[config.mk]
export PLATFORM = sky130hd
export DESIGN_NAME = mul4_rr_arbiter_flat
export DESIGN_NICKNAME = d
export VERILOG_FILES = /design/src/rtl/mul4_rr_arbiter_if.sv /design/src/rtl/mul4_rr_arbiter.sv /design/src/flat_wrapper.sv
export SDC_FILE = /design/constraint.sdc
export NUM_CORES = 1
export LEC_CHECK = 0
export BUFFER_PORTS_ARGS = -buffer_cell sky130_fd_sc_hd__buf_2
export CORE_MARGIN = 10
export CORE_UTILIZATION = 43
export DETAILED_ROUTE_END_ITERATION = 8
export PLACE_DENSITY_LB_ADDON = 0.2
export SYNTH_ARGS = -nofsm -noshare
export SYNTH_HDL_FRONTEND = slang
export SYNTH_HIERARCHICAL = 1
export SYNTH_SLANG_ARGS = --single-unit
[constraint.sdc]
create_clock -name clk -period 13.2 [get_ports clk]
set_input_delay 1.98 -clock clk [delete_from_list [all_inputs] [get_ports clk]]
set_output_delay 1.98 -clock clk [all_outputs]
set_load 0.02 [all_outputs]
[src/rtl/mul4_rr_arbiter_if.sv]
// Request/result bundle for the shared 4x4 signed multiplier arbiter.
// master = client side, slave = arbiter side.
interface mul4_rr_arbiter_if #(
  parameter int N   = 4,
  parameter int IDW = 2
);
  logic [N-1:0]   req_valid;
  logic [N-1:0]   req_ready;
  logic [4*N-1:0] req_x;
  logic [4*N-1:0] req_y;
  logic           res_valid;
  logic           res_ready;
  logic [7:0]     res_z;
  logic [IDW-1:0] res_id;
  logic           busy;

  modport master (
    output req_valid, req_x, req_y, res_ready,
    input  req_ready, res_valid, res_z, res_id, busy
  );

  modport slave (
    input  req_valid, req_x, req_y, res_ready,
    output req_ready, res_valid, res_z, res_id, busy
  );
endinterface

[src/rtl/mul4_rr_arbiter.sv]
// Round-robin arbiter sharing one 4x4 two's-complement multiplier among N
// requesters; the product lands in a single ID-tagged output register.
module mul4x4s (
  input  logic [3:0] x,
  input  logic [3:0] y,
  output logic [7:0] z
);
  // Sign-extended operands multiplied modulo 2^8 give the exact signed product.
  assign z = {{4{x[3]}}, x} * {{4{y[3]}}, y};
endmodule

module mul4_rr_arbiter #(
  parameter int N   = 4,
  parameter int IDW = 2
) (
  input  logic               clk,
  input  logic               reset,
  mul4_rr_arbiter_if.slave   bus
);
  localparam logic [IDW:0] NW = (IDW+1)'(N);

  logic [IDW-1:0] ptr;
  logic [IDW-1:0] gnt_idx;
  logic           gnt_found;
  logic           accept;
  logic           xfer;
  logic [N-1:0]   rot;
  logic [N-1:0]   ready;
  logic [IDW:0]   sum;
  logic [IDW:0]   ptr_nxt;
  logic [3:0]     x_sel;
  logic [3:0]     y_sel;
  logic [7:0]     prod;
  logic           res_valid_q;
  logic [7:0]     res_z_q;
  logic [IDW-1:0] res_id_q;

  assign accept = !res_valid_q || bus.res_ready;

  // Rotating the valid vector by ptr turns the circular scan into a
  // first-set-bit search; the offset is then mapped back modulo N.
  always_comb begin
    rot       = N'({bus.req_valid, bus.req_valid} >> ptr);
    gnt_found = 1'b0;
    sum       = '0;
    for (int unsigned k = 0; k < N; k++) begin
      if (!gnt_found && rot[k]) begin
        gnt_found = 1'b1;
        sum       = (IDW+1)'(ptr) + (IDW+1)'(k);
      end
    end
    if (sum >= NW) sum = sum - NW;
    gnt_idx = sum[IDW-1:0];
  end

  always_comb begin
    ready = '0;
    if (!reset && accept && gnt_found) ready[gnt_idx] = 1'b1;
  end

  always_comb begin
    ptr_nxt = (IDW+1)'(gnt_idx) + (IDW+1)'(1);
    if (ptr_nxt == NW) ptr_nxt = '0;
  end

  assign xfer  = |ready;
  assign x_sel = bus.req_x[{gnt_idx, 2'b00} +: 4];
  assign y_sel = bus.req_y[{gnt_idx, 2'b00} +: 4];

  mul4x4s u_mul (
    .x (x_sel),
    .y (y_sel),
    .z (prod)
  );

  always_ff @(posedge clk) begin
    if (reset) begin
      res_valid_q <= 1'b0;
      res_z_q     <= '0;
      res_id_q    <= '0;
      ptr         <= '0;
    end else if (xfer) begin
      res_valid_q <= 1'b1;
      res_z_q     <= prod;
      res_id_q    <= gnt_idx;
      ptr         <= ptr_nxt[IDW-1:0];
    end else if (res_valid_q && bus.res_ready) begin
      res_valid_q <= 1'b0;
    end
  end

  assign bus.req_ready = ready;
  assign bus.res_valid = res_valid_q;
  assign bus.res_z     = res_z_q;
  assign bus.res_id    = res_id_q;
  assign bus.busy      = res_valid_q | (|bus.req_valid);
endmodule

[src/flat_wrapper.sv]
// flat-port wrapper written by rule: the top's interface ports become plain ports
module mul4_rr_arbiter_flat 
#(
  parameter int N   = 4,
  parameter int IDW = 2
)
  (clk, reset, bus_req_valid, bus_req_x, bus_req_y, bus_res_ready, bus_req_ready, bus_res_valid, bus_res_z, bus_res_id, bus_busy);
  mul4_rr_arbiter_if #(.N(N), .IDW(IDW)) bus_i ();
  input  logic clk;
  input  logic reset;
  input wire logic [$bits(bus_i.req_valid)-1:0] bus_req_valid;
  input wire logic [$bits(bus_i.req_x)-1:0] bus_req_x;
  input wire logic [$bits(bus_i.req_y)-1:0] bus_req_y;
  input wire logic [$bits(bus_i.res_ready)-1:0] bus_res_ready;
  output wire logic [$bits(bus_i.req_ready)-1:0] bus_req_ready;
  output wire logic [$bits(bus_i.res_valid)-1:0] bus_res_valid;
  output wire logic [$bits(bus_i.res_z)-1:0] bus_res_z;
  output wire logic [$bits(bus_i.res_id)-1:0] bus_res_id;
  output wire logic [$bits(bus_i.busy)-1:0] bus_busy;
  assign bus_i.req_valid = bus_req_valid;
  assign bus_i.req_x = bus_req_x;
  assign bus_i.req_y = bus_req_y;
  assign bus_i.res_ready = bus_res_ready;
  assign bus_req_ready = bus_i.req_ready;
  assign bus_res_valid = bus_i.res_valid;
  assign bus_res_z = bus_i.res_z;
  assign bus_res_id = bus_i.res_id;
  assign bus_busy = bus_i.busy;
  mul4_rr_arbiter #(.N(N), .IDW(IDW)) u_core (.clk(clk), .reset(reset), .bus(bus_i));
endmodule
---- After elaboration in Yosys (flattened, before gate mapping) ----
Cells that the tools add are included.
storage, ports and cells
  flip-flop bits (word level) ............. 13
  input bits .............................. 39
  output and inout bits ................... 16
  word-level logic and storage cells ...... 49
cells by class
  add/subtract/negate cells ............... 5
  $mul .................................... 1
  order comparisons ....................... 3
  equal/unequal tests ..................... 1
  shifts and indexed selects .............. 3
  multiplexer cells ....................... 15
  bitwise gates (word level) .............. 1
  reduce and logical (&&, ||, !) cells .... 16
operators with widths
  kind                                                                   count
  16-bit by 5-bit indexed part select with 4-bit output                  2
  3-bit 2-to-1 mux                                                       3
  4-bit by 4-bit multiplier with 8-bit output                            1
  4-bit OR reduction                                                     2
  8-bit by 2-bit >> shifter with 4-bit output                            1
  1-bit logical AND                                                      7
  1-bit 2-to-1 mux                                                       7
  2-bit by 1-bit adder with 3-bit output, second input constant          2
  2-bit by 2-bit adder with 3-bit output, second input constant          2
  2-bit 2-to-1 mux                                                       3
  1-bit zero test                                                        5
  4-bit 2-to-1 mux                                                       1
  3-bit == test, second input constant                                   1
  3-bit >= comparator, second input constant                             1
  2-bit by 3-bit < comparator with 1-bit output, second input constant   1
  1-bit demux with 2-bit select                                          1
  2-bit by 1-bit >= comparator with 1-bit output, second input constant  1
  2-bit nonzero test                                                     1
  2-bit by 1-bit subtractor with 2-bit output, second input constant     1
  1-bit logical OR                                                       1
  1-bit OR                                                               1

---- Logic depth before layout (Yosys ltp) ----
  depth after elaboration ................. 20
  gate-level depth with buffers ........... 19
  depth with buffers taken out ............ 18

---- Hierarchy ----
Netlist, hierarchy kept.
by module, submodules not included
  module           instances  cells each  area each (µm²)  seq. area each (µm²)
  mul4_rr_arbiter  1          93          928.4            260.2
  mul4x4s          1          59          565.5            0.0

---- Worst setup path before layout ----
No wires, ideal clock.
  path kind ............................... input to register
  from .................................... in bus_req_valid[2]
  to ...................................... reg u_core.res_z_q[7], in the netlist u_core/bus.res_z[7]
  setup time .............................. 0.128 ns
  arrival ................................. 5.917 ns
  required time ........................... 13.072 ns
  setup slack ............................. 7.155 ns
  stages .................................. 17
  path buffers ............................ 1
  cell sequence ........................... and2b_4 > a21o_1 > a221oi_2 > buf_2 > mux2i_1 > nand2_1 > fa_1 > fa_1 > fa_1 > inv_1 > ha_1 > fa_1 > a21o_1 > a21oi_1 > xnor2_1 > mux2i_1 > nor2_1
between the ends
  elaborated cells on any way between the ends .. 29
  classes of those cells .................. add/sub: 1; mul: 1; order compare: 3; shift: 3; mux: 12; reduce/logical: 9
RTL lines
  what                                                                                line                   RTL
  start, declared                                                                     flat_wrapper.sv:11     input wire logic [$bits(bus_i.req_valid)-1:0] bus_req_valid;
  8-bit by 2-bit >> shifter with 4-bit output *                                       mul4_rr_arbiter.sv:43  rot = N'({bus.req_valid, bus.req_valid} >> ptr);
  1-bit 2-to-1 mux                                                                    mul4_rr_arbiter.sv:47  if (!gnt_found && rot[k]) begin
  1-bit zero test                                                                     mul4_rr_arbiter.sv:47
  1-bit logical AND                                                                   mul4_rr_arbiter.sv:47
  1-bit 2-to-1 mux                                                                    mul4_rr_arbiter.sv:47
  1-bit zero test                                                                     mul4_rr_arbiter.sv:47
  1-bit logical AND                                                                   mul4_rr_arbiter.sv:47
  1-bit 2-to-1 mux                                                                    mul4_rr_arbiter.sv:47
  1-bit zero test                                                                     mul4_rr_arbiter.sv:47
  1-bit logical AND                                                                   mul4_rr_arbiter.sv:47
  3-bit 2-to-1 mux *                                                                  mul4_rr_arbiter.sv:47
  3-bit >= comparator or 2-bit by 1-bit subtractor with 2-bit output (tied branches)  mul4_rr_arbiter.sv:52  if (sum >= NW) sum = sum - NW;
  2-bit 2-to-1 mux *                                                                  mul4_rr_arbiter.sv:52
  16-bit by 5-bit indexed part select with 4-bit output *                             mul4_rr_arbiter.sv:67  assign x_sel = bus.req_x[{gnt_idx, 2'b00} +: 4];
  via u_core.x_sel[1]                                                                 mul4_rr_arbiter.sv:31  logic [3:0] x_sel;
  4-bit by 4-bit multiplier with 8-bit output *                                       mul4_rr_arbiter.sv:9   assign z = {{4{x[3]}}, x} * {{4{y[3]}}, y};
  via u_core.prod[7]                                                                  mul4_rr_arbiter.sv:33  logic [7:0] prod;
  end signal, assigned                                                                mul4_rr_arbiter.sv:84  res_z_q <= prod;
  end, declared                                                                       mul4_rr_arbiter.sv:35  logic [7:0] res_z_q;
The timed path passes the listed nets; every way through them passes the cells marked *.
A chain may end at the register's enable or synchronous reset.

---- Worst setup path in the final report ----
  from .................................... in bus_req_valid[1]
  to ...................................... reg u_core.res_z_q[7], in the netlist u_core/bus.res_z[7]
between the ends
  elaborated cells on any way between the ends .. 29
  classes of those cells .................. add/sub: 1; mul: 1; order compare: 3; shift: 3; mux: 12; reduce/logical: 9
RTL lines
  what                                                                                line                   RTL
  8-bit by 2-bit >> shifter with 4-bit output *                                       mul4_rr_arbiter.sv:43
  1-bit 2-to-1 mux                                                                    mul4_rr_arbiter.sv:47
  1-bit zero test                                                                     mul4_rr_arbiter.sv:47
  1-bit logical AND                                                                   mul4_rr_arbiter.sv:47
  1-bit 2-to-1 mux                                                                    mul4_rr_arbiter.sv:47
  1-bit zero test                                                                     mul4_rr_arbiter.sv:47
  1-bit logical AND                                                                   mul4_rr_arbiter.sv:47
  1-bit 2-to-1 mux                                                                    mul4_rr_arbiter.sv:47
  1-bit zero test                                                                     mul4_rr_arbiter.sv:47
  1-bit logical AND                                                                   mul4_rr_arbiter.sv:47
  3-bit 2-to-1 mux *                                                                  mul4_rr_arbiter.sv:47
  3-bit >= comparator or 2-bit by 1-bit subtractor with 2-bit output (tied branches)  mul4_rr_arbiter.sv:52
  2-bit 2-to-1 mux *                                                                  mul4_rr_arbiter.sv:52
  16-bit by 5-bit indexed part select with 4-bit output *                             mul4_rr_arbiter.sv:68  assign y_sel = bus.req_y[{gnt_idx, 2'b00} +: 4];
  via u_core.y_sel[2]                                                                 mul4_rr_arbiter.sv:32  logic [3:0] y_sel;
  4-bit by 4-bit multiplier with 8-bit output *                                       mul4_rr_arbiter.sv:9
  via u_core.prod[7]                                                                  mul4_rr_arbiter.sv:33
Marks and branches as above.

==> out/results.tsv <==
metric	value	unit
clk slew on worst S/H paths	0.08	ns
switching pwr	144	uW
commonest non-fill, non-tap cells in the layout	buf_2 (54), mux2i_1 (33), inv_1 (15)	
placeable core area	3340	um^2
synth unique cells	33	
final setup margin	7.05	ns
first-pass detailed-route iteration total	4	
wire length per cell	13.2	um
fillers	324	
worst hold-check path type	reg2reg	
Setup CP Type	in2reg	
Synth top area share	22.1	%
vias in the first global route	1333	
relative slew slack	46.9	%
CTS-repair resized insts	0	
post-CTS setup buffers	0	
Setup Viol. Count Final	0	
sequential area share after synthesis	17.4	%
I/O pins	55	
Synth Instances	152	
final worst path period share	46.6	%
Final Max Slew Viols	0	
DP Area	1800	um^2
total routed wirelength	3350	um
Tmin final	6.15	ns
RSZ-0062 raised after global routing	no	
Req. time, crit path	13.40	ns
final RePlAce weighted congestion	0.798	
outcome	complete, no violations	
total gr overflow	0	
Crit Path Max Fanout	18	
Initial Util	44.8	%
DIE WIDTH	78.9	um
CTS Buf Count	3	
largest net degree at the start of global routing	19	
first-pass GRT wire length	5690	um
critical path, cell by cell	buf_2 > inv_1 > a21oi_1 > nor2_4 > mux2i_1 > mux2i_1 > nand2_1 > fa_1 > fa_1 > fa_1 > inv_1 > ha_1 > fa_1 > a21o_1 > a21oi_1 > xnor2_1 > mux2i_1 > nor2_1	
area of the multi-input gates	1150	um^2
endpoints failing hold	0	
# clock sinks	13	
sequential cell area	260	um^2
skew final	0.00862	ns
Crit. End Element	flip-flop	
Chip Height	78.9	um
die area	6230	um^2
Peak Freq	163	MHz
IO Port Bufs	54	
PnR Total Power	323	uW
largest cells by area after synthesis	mux2i_1 (22%), dfxtp_1 (17%), fa_1 (12%), ha_1 (12%), and2_1 (5.0%)	
#FFs+latches synth	13	
HPWL Detailed	2990	um
initial antenna violation count	0	
PwrDens	177	nW/um^2
DR vias/cell	4.76	
Yosys Warn Count	6	
Seq pwr share	16.3	%
Synth Area per Inst	9.83	um^2
CP max stage cell	fa_1	
post-placement setup slack	6.74	ns
Syn Nets	214	
max incr delay on CP	0.54	ns
Nets	270	
biggest area consumer among synthesized cells	mux2i_1	
gr usage total	10.6	%
Synth Cell Area	1490	um^2
ant diodes	0	
clk root buf	clkbuf_4	
Initial DRC Count	35	
Max Buffers Root-to-Sink	2	
worst-skew pair later-pin latency	0.27	ns
data arrival time of the worst path	6.35	ns
Final Instance Area	1820	um^2
via count	1204	
leakage power	0.000983	uW
Slew @ Worst Pin	0.796	ns
share of layout cells above drive strength 1	33.3	%
row count	21	
Final TNS setup	0	ns
most common cell after layout, fill and taps aside	buf_2	
Logic pwr share	76.3	%
Detail Route Antenna Nets	0	
Setup crit start kind	primary input	
DRC Markers	0	
CP dominant cell by count	fa_1	
max_cap viols	0	
cell internal pwr	179	uW
Clk pwr share	7.4	%
Worst VDD drop	160	uV
H-tree levels	1	
CTS tree	yes	
Area Growth Syn to Fin	22.1	%
hold_buf cts	0	
Net Sw Frac	44.5	%
==> through the flow <==
step | hold WS [ns] | utilization [%] | instances
6_report | 0.487 | 54.7 | 253
4_1_cts | 0.494 | 54.7 | 253
5_1_grt | 0.522 | 54.7 | 253
2_1_floorplan | 0.480 | - | 152
3_5_place_dp | 0.481 | 53.9 | 249
3_3_place_gp | 0.468 | 53.9 | 249
==> critical path: cells and delay by family <==
kind / cells / cell delay (ns)
mux: 3 / 0.56
xor+xnor: 1 / 0.14
fa+ha+maj: 5 / 2.10
simple gates: 3 / 0.77
buf+inv: 3 / 0.28
compound gates: 3 / 0.51
==> power by group through the flow <==
| stage | combinational [uW] | clock (uW) | sequential, uW |
|---|---|---|---|
| floorplan | 192 | 0 | 62.3 |
| global placement | 249 | 0 | 53.1 |
| detailed placement | 252 | 0 | 53.5 |
| CTS | 254 | 25.2 | 52.7 |
| global route | 287 | 26.8 | 53.7 |
| finish | 246 | 23.9 | 52.5 |
==> final cells by class <==
cell class / count / share of cell area (%)
clock buffers: 4 / 1.44
inverters: 15 / 3.09
multi-input cells: 120 / 62.8
flip-flops and latches: 13 / 14.3
well taps: 46 / 3.16
repair buffers: 55 / 15.2
==> cell families after synthesis <==
logic type / share of synthesized area (%)
muxes: 22.1
DFF: 17.4
AOI/OAI and AO/OA: 9.71
and+or+nand+nor: 16.2
buffers and inverters: 5.86
adders and majority gates: 23.8
xor gates and xnor gates: 4.94
==> synthesized netlist by cell type <==
| master | n |
|---|---|
| xnor2_1 | 3 |
| clkbuf_1 | 1 |
| nand2b_1 | 4 |
| and2b_4 | 1 |
| a21oi_1 | 6 |
| o21bai_1 | 1 |
| nor2_4 | 1 |
| dfxtp_1 | 13 |
| nand2_1 | 2 |
| o31ai_4 | 1 |
| nor3b_2 | 1 |
| a221oi_2 | 1 |
| o21ai_0 | 1 |
| fa_1 | 9 |
| buf_6 | 2 |
| buf_2 | 1 |
| xnor3_1 | 1 |
| ha_1 | 14 |
| or2b_1 | 1 |
| or2_2 | 1 |
| nor2_1 | 14 |
| xor2_1 | 1 |
| and2_1 | 12 |
| o31ai_2 | 1 |
| mux2i_1 | 33 |
| nand2_2 | 2 |
| xnor2_2 | 1 |
| inv_1 | 15 |
| a311oi_4 | 1 |
| nor4_1 | 1 |
| nand3b_1 | 2 |
| o21ai_1 | 1 |
| a21o_1 | 3 |
==> sequential cells by signal (all words and copies together), names as in the netlist <==
register,count
u_core/bus.res_z,8
u_core/bus.res_valid,1
u_core/ptr,2
u_core/bus.res_id,2
==> layer usage <==
metal	up-vias	global-route usage, %	wire [um]
met4	0	3.41	50
met2	20	21.0	1810
li1	624	-	-
met3	4	2.48	152
met5	-	0	0
met1	556	10.6	1340
==> path summary, 6_finish.rpt <==
check,start,to,slack [ns],depth (start not counted)
max,bus_req_valid[1],u_core/bus.res_z[7],7.05,18
min,u_core/bus.res_id[0],u_core/bus.res_id[0],0.49,2
max reg2reg,u_core/ptr[1],u_core/bus.res_z[7],8.55,17
min reg2reg,u_core/bus.res_id[0],u_core/bus.res_id[0],0.49,2
No activity file was read; power rests on OpenSTA's default activity.
